===== config.mk =====
export PLATFORM = sky130hd
export DESIGN_NAME = vx_stream_sel_arb
export DESIGN_NICKNAME = d
export VERILOG_FILES = /design/src/rtl/vx_stream_sel_arb.sv
export SDC_FILE = /design/constraint.sdc
export NUM_CORES = 1
export LEC_CHECK = 0
export ABC_AREA = 1
export BUFFER_PORTS_ARGS = -buffer_cell sky130_fd_sc_hd__buf_2
export CAP_MARGIN = 15
export CORE_AREA = 2 2 39 41
export CTS_CLUSTER_SIZE = 28
export DETAILED_ROUTE_END_ITERATION = 7
export DIE_AREA = 0 0 41 43
export PLACE_DENSITY = 0.59
export SYNTH_ARGS = -nofsm -noshare
export SYNTH_HDL_FRONTEND = slang
export SYNTH_SLANG_ARGS = --single-unit

===== constraint.sdc =====
create_clock -name clk -period 3 [get_ports clk]
set_input_delay 0.15 -clock clk [delete_from_list [all_inputs] [get_ports clk]]
set_output_delay 0.15 -clock clk [all_outputs]
set_load 0.005 [all_outputs]

===== src/rtl/vx_stream_sel_arb.sv =====
// vx_stream_sel_arb: per-group round-robin select generator that drives the sel_in port of a narrowing stream switch.
// Optional grant lock (hold the select while the granted transfer is stalled) is built when STREAM_SEL_ARB_LOCK_EN is defined.
module vx_stream_sel_arb #(
  parameter  int NUM_INPUTS   = 4,
  parameter  int NUM_OUTPUTS  = 1,
  parameter  int NUM_REQS     = (NUM_INPUTS + NUM_OUTPUTS - 1) / NUM_OUTPUTS,
  parameter  int LOG_NUM_REQS = $clog2(NUM_REQS),
  localparam int SEL_W        = (LOG_NUM_REQS > 0) ? LOG_NUM_REQS : 1
) (
  input  logic                                clk,
  input  logic                                reset,
  input  logic [NUM_INPUTS-1:0]               valid_in,
  input  logic [NUM_INPUTS-1:0]               ready_in,
  output logic [NUM_OUTPUTS-1:0][SEL_W-1:0]   sel_out,
  output logic [NUM_OUTPUTS-1:0]              grant_valid
);

  localparam int               PAD_W    = NUM_OUTPUTS * NUM_REQS;
  localparam logic [SEL_W-1:0] LAST_IDX = SEL_W'(NUM_REQS - 1);

  // Inputs beyond NUM_INPUTS exist only as tied-off slots of the last group.
  logic [PAD_W-1:0] valid_pad;
  logic [PAD_W-1:0] ready_pad;

  always_comb begin
    valid_pad = '0;
    ready_pad = '0;
    valid_pad[NUM_INPUTS-1:0] = valid_in;
    ready_pad[NUM_INPUTS-1:0] = ready_in;
  end

  for (genvar gi = 0; gi < NUM_OUTPUTS; gi++) begin : g_grp
    logic [NUM_REQS-1:0] req_valid;
    logic [NUM_REQS-1:0] req_ready;
    logic [SEL_W-1:0]    ptr_reg;
    logic [SEL_W-1:0]    ptr_next;
    logic [SEL_W-1:0]    scan_sel;
    logic [SEL_W-1:0]    cur_sel;
    logic                cur_valid;
    logic                cur_ready;
    logic                fire;

    assign req_valid = valid_pad[gi*NUM_REQS +: NUM_REQS];
    assign req_ready = ready_pad[gi*NUM_REQS +: NUM_REQS];

    // Lowest valid index at or above ptr wins; failing that, the lowest valid
    // index overall (the wrapped part of the rotation). No valid -> hold ptr.
    always_comb begin
      scan_sel = ptr_reg;
      for (int j = NUM_REQS - 1; j >= 0; j--) begin
        if (req_valid[j]) scan_sel = SEL_W'(j);
      end
      for (int j = NUM_REQS - 1; j >= 0; j--) begin
        if (req_valid[j] && (j >= int'(ptr_reg))) scan_sel = SEL_W'(j);
      end
    end

    always_comb begin
      cur_valid = 1'b0;
      cur_ready = 1'b0;
      for (int j = 0; j < NUM_REQS; j++) begin
        if (cur_sel == SEL_W'(j)) begin
          cur_valid = req_valid[j];
          cur_ready = req_ready[j];
        end
      end
    end

    assign fire     = cur_valid & cur_ready;
    assign ptr_next = (cur_sel == LAST_IDX) ? '0 : cur_sel + SEL_W'(1);

    // While reset is held the select is pinned to slot 0 of each group.
    assign sel_out[gi]     = reset ? cur_sel : '0;
    assign grant_valid[gi] = reset ? cur_valid : req_valid[0];

`ifdef STREAM_SEL_ARB_LOCK_EN
    localparam logic [0:0] ST_IDLE   = 1'b0;
    localparam logic [0:0] ST_LOCKED = 1'b1;

    logic [0:0]       state_reg;
    logic [SEL_W-1:0] lock_idx_reg;

    assign cur_sel = (state_reg == ST_LOCKED) ? lock_idx_reg : scan_sel;

    always_ff @(posedge clk or negedge reset) begin
      if (!reset) begin
        ptr_reg      <= '0;
        state_reg    <= ST_IDLE;
        lock_idx_reg <= '0;
      end else if (fire) begin
        // A fire always wins over entering or holding the lock.
        ptr_reg   <= ptr_next;
        state_reg <= ST_IDLE;
      end else if (state_reg == ST_IDLE) begin
        if (cur_valid) begin
          state_reg    <= ST_LOCKED;
          lock_idx_reg <= cur_sel;
        end
      end else if (!cur_valid) begin
        // Source withdrew valid while held: release without moving ptr.
        state_reg <= ST_IDLE;
      end
    end
`else
    assign cur_sel = scan_sel;

    always_ff @(posedge clk or negedge reset) begin
      if (!reset) begin
        ptr_reg <= '0;
      end else if (fire) begin
        ptr_reg <= ptr_next;
      end
    end
`endif
  end

endmodule


== Word-level counts from Yosys, hierarchy flattened ==
Cells that the tools add are included.
Storage, ports and cells
  register bits after elaboration: 2
  bits of input ports: 10
  output and inout port bits: 3
  logic and storage cells: 31
Cells by class
  add/sub/neg operators: 1
  $lt $le $gt $ge: 3
  equality and inequality tests: 3
  multiplexer cells: 18
  bitwise operators: 1
  reduce and logical (&&, ||, !) cells: 4
Operators with widths (number)
  two-way mux 2 bit: 9
  two-way mux 1 bit: 9
  equality test 2 bit (second input constant): 2
  >= comparator 1 x 2 -> 1 bit (first input constant): 2
  logical AND 1 bit: 3
  adder 2 x 1 -> 2 bit (second input constant): 1
  equality test 2 x 1 -> 1 bit (second input constant): 1
  >= comparator 2 bit (first input constant): 1
  zero test 2 bit: 1
  AND 1 bit: 1

== Logic depth before layout (Yosys ltp) ==
Gate-level depths: netlist (run 1).
  depth in word-level cells: 13
  gate-level depth with buffers: 18
  mapped depth without buffers: 18

== Worst setup path after synthesis (run 1) ==
Ideal clock, no wire load.
  path kind: reg2out
  start: register g_grp[0].ptr_reg[1]
  end: output port grant_valid
  arrival time: 1513 ps
  required time: 2850 ps
  slack: 1337 ps
  stages on the path, launching flop included: 11
  buffers on the path: 0
  path through: dfrtp_1 nor3_1 inv_1 nand3_1 inv_1 ha_1 a21oi_1 nand2_1 nand2_2 nand2_1 o21ai_0
On the way
  longest elaborated chain between the ends: 13
  elaborated cells between the ends (all ways): 22
  those cells by class: order compare: 3; eq/ne: 3; mux: 12; reduce/logical: 4
Ends and longest elaborated chain
  start: declaration: RTL line 35  | logic [SEL_W-1:0] ptr_reg;
  start signal: assignment: RTL line 111  | ptr_reg <= ptr_next;
  two-way mux 2 bit (3 in a row): RTL line 51  | if (req_valid[j]) scan_sel = SEL_W'(j);
  two-way mux 2 bit (3 in a row): RTL line 54  | if (req_valid[j] && (j >= int'(ptr_reg))) scan_sel = SEL_W'(j);
  two-way mux 2 bit (*): RTL line 54
  zero test 2 bit: RTL line 62  | if (cur_sel == SEL_W'(j)) begin
  two-way mux 1 bit (3 in a row): RTL line 62
  two-way mux 1 bit (*): RTL line 62
  two-way mux 1 bit (*): RTL line 74  | assign grant_valid[gi] = reset ? cur_valid : req_valid[0];
  end: declaration: RTL line 15  | output logic [NUM_OUTPUTS-1:0] grant_valid
Mark *: on every way between the ends. The rest lies on a longest branch, timed or not.

== Worst setup path after layout (run 1) ==
Same ends and word-level chain as after synthesis.

==> flow_summary.json, run 1 <==
{
  "vdd_drop_max_v": 0.000255,
  "min_path_type": "in -> async",
  "globalRouteTotalUtil": 0.121,
  "first_iter_violations": 1,
  "rrSetupSlack_ns": 1.16,
  "start_util": 0.259,
  "die-area_um2": 1760,
  "relSlewSlack": 0.881,
  "hold_violations": 0,
  "finalSetupViolations": 0,
  "yosysTopAreaCell": "nand2_1",
  "cts_tree": "done",
  "clk_latency_ns": 0.22,
  "ant_nets": 0,
  "core_area_um2": 1380,
  "crit_end": "grant_valid",
  "final_cells": 94,
  "io_buffers": 12,
  "synth_top_area_frac": 0.220,
  "synthFlopType": "dfrtp_1",
  "cts_buffers": 3,
  "p_per_area_nw_per_um2": 736,
  "synth_seq_cells": 2,
  "root_buffer": "clkbuf_4",
  "cp-start-kind": "flip-flop",
  "period_needed_ns": 2.15,
  "grt_max_degree": 6,
  "dp_slack_ns": 1.08,
  "synth_most_common_cell": "nand2_1",
  "fmax_mhz": 464,
  "grt-ovfl-total": 0,
  "place_congestion": 0.688,
  "ys_warn_count": 0,
  "syn_to_final_growth_pct": 31.5,
  "die_x_um": 41,
  "crit_path_max_incr_delay_ns": 0.41,
  "fin_util": 0.340,
  "finalPower_mw": 0.346,
  "tns_ns": 0,
  "first_global_vias": 382,
  "syn_nets": 76,
  "timing.rr.start": "g_grp[0].ptr_reg[1]",
  "cts.repair.resized": 0,
  "crit_start": "g_grp[0].ptr_reg[1]",
  "synth_area_um2": 358,
  "fin_crit_sh": 0.718,
  "io-pin-count": 13,
  "netlist_top_cells_count": "nand2_1, inv_1, a21oi_1, ha_1",
  "ys_seq_area_frac": 0.140,
  "critPathSlowestCell": "dfrtp_1",
  "placed_cell_area_um2": 438,
  "drc": 0,
  "place_inst": 90,
  "crit_arrival_ns": 2.00,
  "rows": 14,
  "largest_reg_flops": 2,
  "status": "finished clean",
  "drtPass1Iterations": 4,
  "post_drt_wl_per_cell_um": 8.44,
  "grt_pass1_wl_mm": 1.42,
  "antenna_cells": 0,
  "r2r-end": "g_grp[0].ptr_reg[0]",
  "nNetsFinal": 94,
  "synthTopCellsByArea": "nand2_1, dfrtp_1, ha_1, inv_1, a21oi_1",
  "fin_area_um2": 470,
  "worst_slew_pin_slew_ns": 0.178,
  "antenna_found_initial": 0,
  "r2r_cells": 11,
  "avgSynthCellArea_um2": 5.77,
  "required_ns": 2.85,
  "slew_violations": 0,
  "clock_skew_ns": 0.00358,
  "path_class": "reg -> out",
  "cp_max_fo": 5,
  "clock_path_buffers": 2,
  "async_flop_share": 1.00,
  "rsz0062_at_grt": "false",
  "htree_levels": 1,
  "post_synth_num_cell_types": 16,
  "power_leakage_nw": 0.293,
  "synth_cells": 62,
  "endpoint_kind": "output port",
  "place_hpwl_um": 668,
  "setup_ws_ns": 0.845,
  "die_y_um": 43,
  "timing.hold.ws_ns": 0.274,
  "clkSinkCount": 2,
  "crit_chain": "nor3_1 > inv_1 > nand3_1 > inv_1 > ha_1 > a21oi_1 > nand2_1 > nand2_2 > nand2_1 > o21ai_0 > buf_2",
  "drt_wl_total_um": 793,
  "num_vias": 404,
  "clk_pin_slew_worst_paths_ns": 0.03,
  "synth_edf_count": 0,
  "maxCapViolCount": 0,
  "vias_per_cell": 4.30,
  "drive_gt1_frac": 0.295
}
-- how the worst min path moves through the flow --
stage,start,to,slack (ns)
finish,reset,g_grp[0].ptr_reg[1],0.27
global route,reset,g_grp[0].ptr_reg[1],0.28
CTS,reset,g_grp[0].ptr_reg[1],0.25
detailed placement,reset,g_grp[0].ptr_reg[0],-0.04
global placement,reset,g_grp[0].ptr_reg[1],-0.04
floorplan,reset,g_grp[0].ptr_reg[0],-0.15
-- final cells by class --
| type | count | area [um2] |
|---|---|---|
| clock buffer | 3 | 22.5 |
| fill | 163 | 913 |
| inverter | 14 | 52.6 |
| multi-input combinational | 46 | 255 |
| sequential | 2 | 50.0 |
| tap | 16 | 20.0 |
| timing repair buffer | 13 | 70.1 |
-- report_power, final --
group / total [mW] / switching, mW / internal (mW)
Sequential: 0.0556 / 0.0149 / 0.0408
Combinational: 0.233 / 0.141 / 0.0918
Clock: 0.0582 / 0.0142 / 0.0440
-- layout by cell type, fill, tap and decap left out, drive strengths merged --
cell type / count
clkbuf: 3
or2: 1
o211ai: 1
nand2: 25
buf: 12
ha: 4
dlygate4sd3: 1
nand3: 5
dfrtp: 2
a21oi: 4
nor2: 4
o21ai: 1
inv: 14
nor3: 1
-- worst max-delay path: cells and delay by family (launching register included) --
family | cells | cell delay [ns]
adders and majority gates | 1 | 0.23
and+or+nand+nor | 5 | 0.56
AOI/OAI and AO/OA | 2 | 0.27
DFF | 1 | 0.41
buffers and inverters | 3 | 0.32
-- metal layers --
layer,wire [um],global-route usage,up-vias
li1,-,-,221
met1,361,0.135,177
met2,402,0.191,6
met3,28,0.0471,0
met4,0,0.0600,0
met5,0,0,-
-- cell families (layout without fill, tap and decap cells) --
| logic type | after synthesis | in the layout | synth area share |
|---|---|---|---|
| flip-flops | 2 | 2 | 0.140 |
| adder cells (fa/ha/maj) | 4 | 4 | 0.140 |
| AND/OR/NAND/NOR | 36 | 36 | 0.483 |
| buffers and inverters | 14 | 30 | 0.147 |
| AO/OA/AOI/OAI | 6 | 6 | 0.0909 |
-- repair_timing --
item,4_1_cts,5_1_grt
endpoints found under the hold margin,2,0
setup buffers,0,0
endpoints found under the setup margin,0,0
hold buffers,1,0
Note: power is estimated with default switching activity, not from simulation.
==> run 2, diff against run 1 <==
--- a/config.mk
+++ b/config.mk
@@ -5,14 +5,14 @@
 export SDC_FILE = /design/constraint.sdc
 export NUM_CORES = 1
 export LEC_CHECK = 0
-export ABC_AREA = 1
+export ABC_AREA = 0
 export BUFFER_PORTS_ARGS = -buffer_cell sky130_fd_sc_hd__buf_2
 export CAP_MARGIN = 15
 export CORE_AREA = 2 2 39 41
 export CTS_CLUSTER_SIZE = 28
 export DETAILED_ROUTE_END_ITERATION = 7
 export DIE_AREA = 0 0 41 43
-export PLACE_DENSITY = 0.59
+export PLACE_DENSITY = 0.56
 export SYNTH_ARGS = -nofsm -noshare
 export SYNTH_HDL_FRONTEND = slang
 export SYNTH_SLANG_ARGS = --single-unit
==> constraint.sdc (replaced) <==
create_clock -name clk -period 2.05 [get_ports clk]
set_input_delay 0.1025 -clock clk [delete_from_list [all_inputs] [get_ports clk]]
set_output_delay 0.1025 -clock clk [all_outputs]
set_load 0.005 [all_outputs]
==> flow_summary.json, run 2 <==
{
  "status": "finished with violations",
  "failed_checks": "negative setup slack",
  "nNetsFinal": 94,
  "rsz0062_at_grt": "true",
  "synthFlopType": "dfrtp_1",
  "finalSetupViolations": 3,
  "synth.area.mux_share": 0.112,
  "ant_nets": 0,
  "yosysTopAreaCell": "dfrtp_1",
  "ff_latch_area_um2": 50.0,
  "setup_ws_ns": -0.314,
  "clock_skew_ns": 0.00332,
  "num_vias": 412,
  "antenna_cells": 0,
  "p_per_area_nw_per_um2": 1400,
  "synth_cells": 38,
  "grt_max_degree": 7,
  "antenna_found_initial": 0,
  "post_drt_wl_per_cell_um": 10.4,
  "synthTopCellsByArea": "dfrtp_1, ha_1, inv_1, nor2b_1, o21ai_0",
  "root_buffer": "clkbuf_4",
  "most-common-layout-cells": "buf_4, buf_2, inv_1",
  "io_buffers": 12,
  "synth_simple_gate_area_frac": 0.224,
  "grt-ovfl-total": 0,
  "fmax_mhz": 423,
  "vdd_drop_max_v": 0.000454,
  "synth_compound_area_frac": 0.286,
  "relSlewSlack": 0.754,
  "cp_max_fo": 3,
  "clock_path_buffers": 2,
  "post_synth_num_cell_types": 22,
  "ys_seq_area_frac": 0.154,
  "endpoint_kind": "output port",
  "dp_slack_ns": -0.257,
  "ys_warn_count": 0,
  "syn_nets": 52,
  "clkSinkCount": 2,
  "fin_crit_sh": 1.15,
  "globalRouteTotalUtil": 0.130,
  "synth_area_um2": 324,
  "rows": 14,
  "slew_violations": 0,
  "async_flop_share": 1.00,
  "power_leakage_nw": 0.343,
  "path_class": "reg -> out",
  "synth_top_family_by_area": "compound AO/OA/AOI/OAI gates",
  "io-pin-count": 13,
  "synth_seq_cells": 2,
  "synth_most_common_cell": "inv_1",
  "place_congestion": 0.766,
  "netlist_top_cells_count": "inv_1, ha_1, nor2b_1, o21ai_0",
  "avgSynthCellArea_um2": 8.53,
  "min_path_type": "in -> async",
  "die_y_um": 43,
  "die_x_um": 41,
  "first_global_vias": 422,
  "syn_to_final_growth_pct": 114,
  "die-area_um2": 1760,
  "cp-start-kind": "flip-flop",
  "cts_tree": "done",
  "fin_util": 0.502,
  "drtPass1Iterations": 4,
  "grt_pass1_wl_mm": 1.60,
  "synth_edf_count": 0,
  "clk_latency_ns": 0.22,
  "synth_xor_area_frac": 0,
  "crit_arrival_ns": 2.26,
  "start_util": 0.234,
  "mostFrequentLayoutCell": "buf_4",
  "fillers": 132,
  "htree_levels": 1,
  "required_ns": 1.95,
  "tns_ns": -0.834,
  "period_needed_ns": 2.36,
  "maxCapViolCount": 0,
  "drc": 0,
  "finalPower_mw": 0.974,
  "cts_buffers": 3,
  "synth_fa_ha_area_frac": 0.154,
  "synth_top_area_frac": 0.154,
  "core_area_um2": 1380,
  "largest_reg_flops": 2,
  "drive_gt1_frac": 0.692,
  "drt_wl_total_um": 974,
  "multi_input_area_um2": 319,
  "clk_pin_slew_worst_paths_ns": 0.03,
  "worst_slew_pin_slew_ns": 0.368,
  "first_iter_violations": 4,
  "hold_violations": 0,
  "vias_per_cell": 4.38
}
[run 2: cell count changes after synthesis, sizes merged, moves of 2 or more]
cell and delta:
a211oi +2, a21oi -2, and2 +2, inv -8
mux2 +2, nand2 -24, nand3 -4, nor2 -4
nor2b +3, nor3b +2, o21ai +2
[run 2: path summary, 6_finish.rpt]
kind	startpoint	end	slack, ns	cells past startpoint
min reg2reg	g_grp[0].ptr_reg[0]	g_grp[0].ptr_reg[0]	0.68	3
max in group asynchronous	reset	g_grp[0].ptr_reg[1]	1.71	2
max	g_grp[0].ptr_reg[0]	grant_valid	-0.31	10
max reg2reg	g_grp[0].ptr_reg[0]	g_grp[0].ptr_reg[1]	-0.30	10
min	reset	g_grp[0].ptr_reg[0]	0.22	2
min in group clk	ready_in[3]	g_grp[0].ptr_reg[1]	0.40	5
[run 2: layout make-up]
cell class | instances | share of cell area
clock buffers | 3 | 0.0324
inverters | 6 | 0.0324
repair buffers | 37 | 0.375
multi-input cells | 30 | 0.459
well taps | 16 | 0.0288
flip-flops and latches | 2 | 0.0721
[run 2: cells by family after synthesis]
group / Yosys count
compound gates: 12
fa+ha+maj: 4
buf+inv: 6
flops: 2
mux: 3
simple gates: 11
[run 2: per-stage QoR]
stage / area, um2 / hold WS [ns] / std cells
after floorplan: 343 / -0.193 / 38
after global placement: 551 / -0.0904 / 83
after detailed placement: 551 / -0.0893 / 83
after CTS: 647 / 0.212 / 91
after global routing: 694 / 0.251 / 94
final: 694 / 0.220 / 94
[run 2: layer usage]
layer  track usage  wire length (um)
met4        0.0400                 0
met1         0.147               392
met3        0.0157                33
met5             0                 0
met2         0.234               548
[run 2: repair_timing]
action	in CTS	in global routing
hold buffers	1	0
endpoints found under the hold margin	2	0
resized for setup	8	6
endpoints found under the setup margin	3	3
setup buffers	4	3
pin swaps	7	2
[run 2: critical path: stages, from the launching register on]
cell and delay [ns]:
dfrtp_1 0.39, nor2b_2 0.14, a21oi_1 0.05, o211ai_1 0.32, inv_2 0.14, ha_4 0.19
nand3b_1 0.16, a221oi_2 0.28, buf_4 0.16, mux2_4 0.13, buf_6 0.08
[run 2: report_power, final]
part           internal, mW  leakage, nW  switching [mW]
clock                0.0646       0.0138          0.0209
sequential           0.0620       0.0233          0.0199
combinational         0.497        0.306           0.309
total                 0.624        0.343           0.350
==> run 3, diff against run 2 <==
--- a/config.mk
+++ b/config.mk
@@ -12,7 +12,7 @@
 export CTS_CLUSTER_SIZE = 28
 export DETAILED_ROUTE_END_ITERATION = 7
 export DIE_AREA = 0 0 41 43
-export PLACE_DENSITY = 0.56
+export PLACE_DENSITY = 0.57
 export SYNTH_ARGS = -nofsm -noshare
 export SYNTH_HDL_FRONTEND = slang
 export SYNTH_SLANG_ARGS = --single-unit
==> constraint.sdc (replaced) <==
create_clock -name clk -period 1.9 [get_ports clk]
set_input_delay 0.095 -clock clk [delete_from_list [all_inputs] [get_ports clk]]
set_output_delay 0.095 -clock clk [all_outputs]
set_load 0.005 [all_outputs]
==> flow_summary.json, run 3 (synthesis results as in run 2) <==
{
  "status": "finished with violations",
  "failed_checks": "negative setup slack",
  "path_class": "reg -> out",
  "grt_pass1_wl_mm": 1.63,
  "root_buffer": "clkbuf_4",
  "worst_slew_pin_slew_ns": 0.370,
  "grt-ovfl-total": 0,
  "period_needed_ns": 2.44,
  "rsz0062_at_grt": "true",
  "first_global_vias": 390,
  "slew_violations": 0,
  "clkSinkCount": 2,
  "seqPwrFrac": 0.086,
  "drc": 0,
  "largest_reg_flops": 2,
  "drt_wl_total_mm": 1.10,
  "clk_pin_slew_worst_paths_ns": 0.04,
  "io_buffers": 12,
  "clkPwrFrac": 0.098,
  "drtPass1Iterations": 4,
  "antenna_found_initial": 0,
  "finalSetupViolations": 4,
  "cts_tree": "done",
  "setup_ws_ns": -0.539,
  "power_switching_mw": 0.392,
  "hold_violations": 0,
  "r2r_cells": 10,
  "p_sw_frac": 0.380,
  "drive_gt1_frac": 0.697,
  "place_congestion": 0.754,
  "globalRouteTotalUtil": 0.138,
  "die_x_um": 41,
  "mostFrequentLayoutCell": "buf_4",
  "num_vias": 418,
  "p_comb_frac": 0.816,
  "core_area_um2": 1380,
  "place_hpwl_um": 741,
  "vdd_drop_max_v": 0.000506,
  "crit_arrival_ns": 2.34,
  "most-common-layout-cells": "buf_4, buf_2, inv_1",
  "endpoint_kind": "output port",
  "htree_levels": 1,
  "clock_path_buffers": 2,
  "cts_buffers": 3,
  "nNetsFinal": 92,
  "ant_nets": 0,
  "die-area_um2": 1760,
  "p_per_area_nw_per_um2": 1510,
  "start_util": 0.234,
  "cp_max_fo": 3,
  "clock_skew_ns": 0.0105,
  "post_drt_wl_per_cell_um": 12.0,
  "timing.hold.ws_ns": 0.207,
  "fmax_mhz": 410,
  "antenna_cells": 0,
  "io-pin-count": 13,
  "power.internal_mw": 0.640,
  "fin_crit_sh": 1.28,
  "relSlewSlack": 0.752,
  "maxCapViolCount": 0,
  "required_ns": 1.80,
  "rows": 14,
  "die_y_um": 43,
  "grt_max_degree": 6,
  "vias_per_cell": 4.54,
  "clk_latency_ns": 0.23,
  "min_path_type": "in -> async",
  "first_iter_violations": 4,
  "syn_to_final_growth_pct": 110,
  "cp-start-kind": "flip-flop",
  "power_leakage_nw": 0.333,
  "fin_util": 0.493
}
[run 3: power by group through the flow]
stage	sequential [mW]	clock, mW	combinational [mW]
6_report	0.0886	0.101	0.842
5_1_grt	0.0944	0.112	0.909
4_1_cts	0.0894	0.106	0.771
3_5_place_dp	0.0891	0	0.629
3_3_place_gp	0.0889	0	0.621
2_1_floorplan	0.0868	0	0.332
[run 3: per-stage QoR]
stage	TNS [ns]	power, mW	cells	setup slack [ns]	instance area [um2]
6_report	-1.53	1.03	92	-0.539	682
5_1_grt	-2.19	1.12	92	-0.715	682
4_1_cts	-1.35	0.966	90	-0.490	649
3_5_place_dp	-1.10	0.718	83	-0.410	556
3_3_place_gp	-0.928	0.710	83	-0.355	556
2_1_floorplan	-0.336	0.418	38	-0.256	348
[run 3: metal layers]
layer	global-route usage	up-vias	wire, um
li1	-	218	-
met1	0.146	191	463
met2	0.250	9	610
met3	0.0471	0	30
met4	0.0200	0	0
met5	0	-	0
[run 3: what timing repair did]
| action | 4_1_cts | 5_1_grt |
|---|---|---|
| hold endpoints to repair | 2 | 0 |
| resized for setup | 9 | 5 |
| hold buffers | 1 | 0 |
| pin swaps | 5 | 3 |
| endpoints found under the setup margin | 3 | 4 |
| buffers inserted | 3 | 2 |
[run 3: worst max-delay path, stage by stage (launching register included)]
cell	delay (ns)
dfrtp_1	0.40
nor2b_2	0.16
a21oi_2	0.04
o211ai_1	0.32
inv_2	0.14
ha_4	0.20
nand3b_1	0.18
a221oi_2	0.29
buf_4	0.16
mux2_4	0.14
buf_6	0.08
[run 3: final cells by class]
| type | instances | area (um2) |
|---|---|---|
| Clock buffer | 3 | 22.5 |
| Sequential cell | 2 | 50.0 |
| Inverter | 6 | 22.5 |
| Multi-Input combinational cell | 30 | 318 |
| Fill cell | 130 | 702 |
| Tap cell | 16 | 20.0 |
| Timing Repair Buffer | 35 | 249 |
[run 3: worst paths after layout]
path                            slack [ns]           startpoint                   to
worst max-delay path                 -0.54  g_grp[0].ptr_reg[0]          grant_valid
max in group asynchronous             1.55                reset  g_grp[0].ptr_reg[1]
worst min register to register        0.67  g_grp[0].ptr_reg[1]  g_grp[0].ptr_reg[1]
worst min-delay path                  0.21                reset  g_grp[0].ptr_reg[0]
min in group clk                      0.37          ready_in[3]  g_grp[0].ptr_reg[1]
worst max register to register       -0.52  g_grp[0].ptr_reg[0]  g_grp[0].ptr_reg[1]
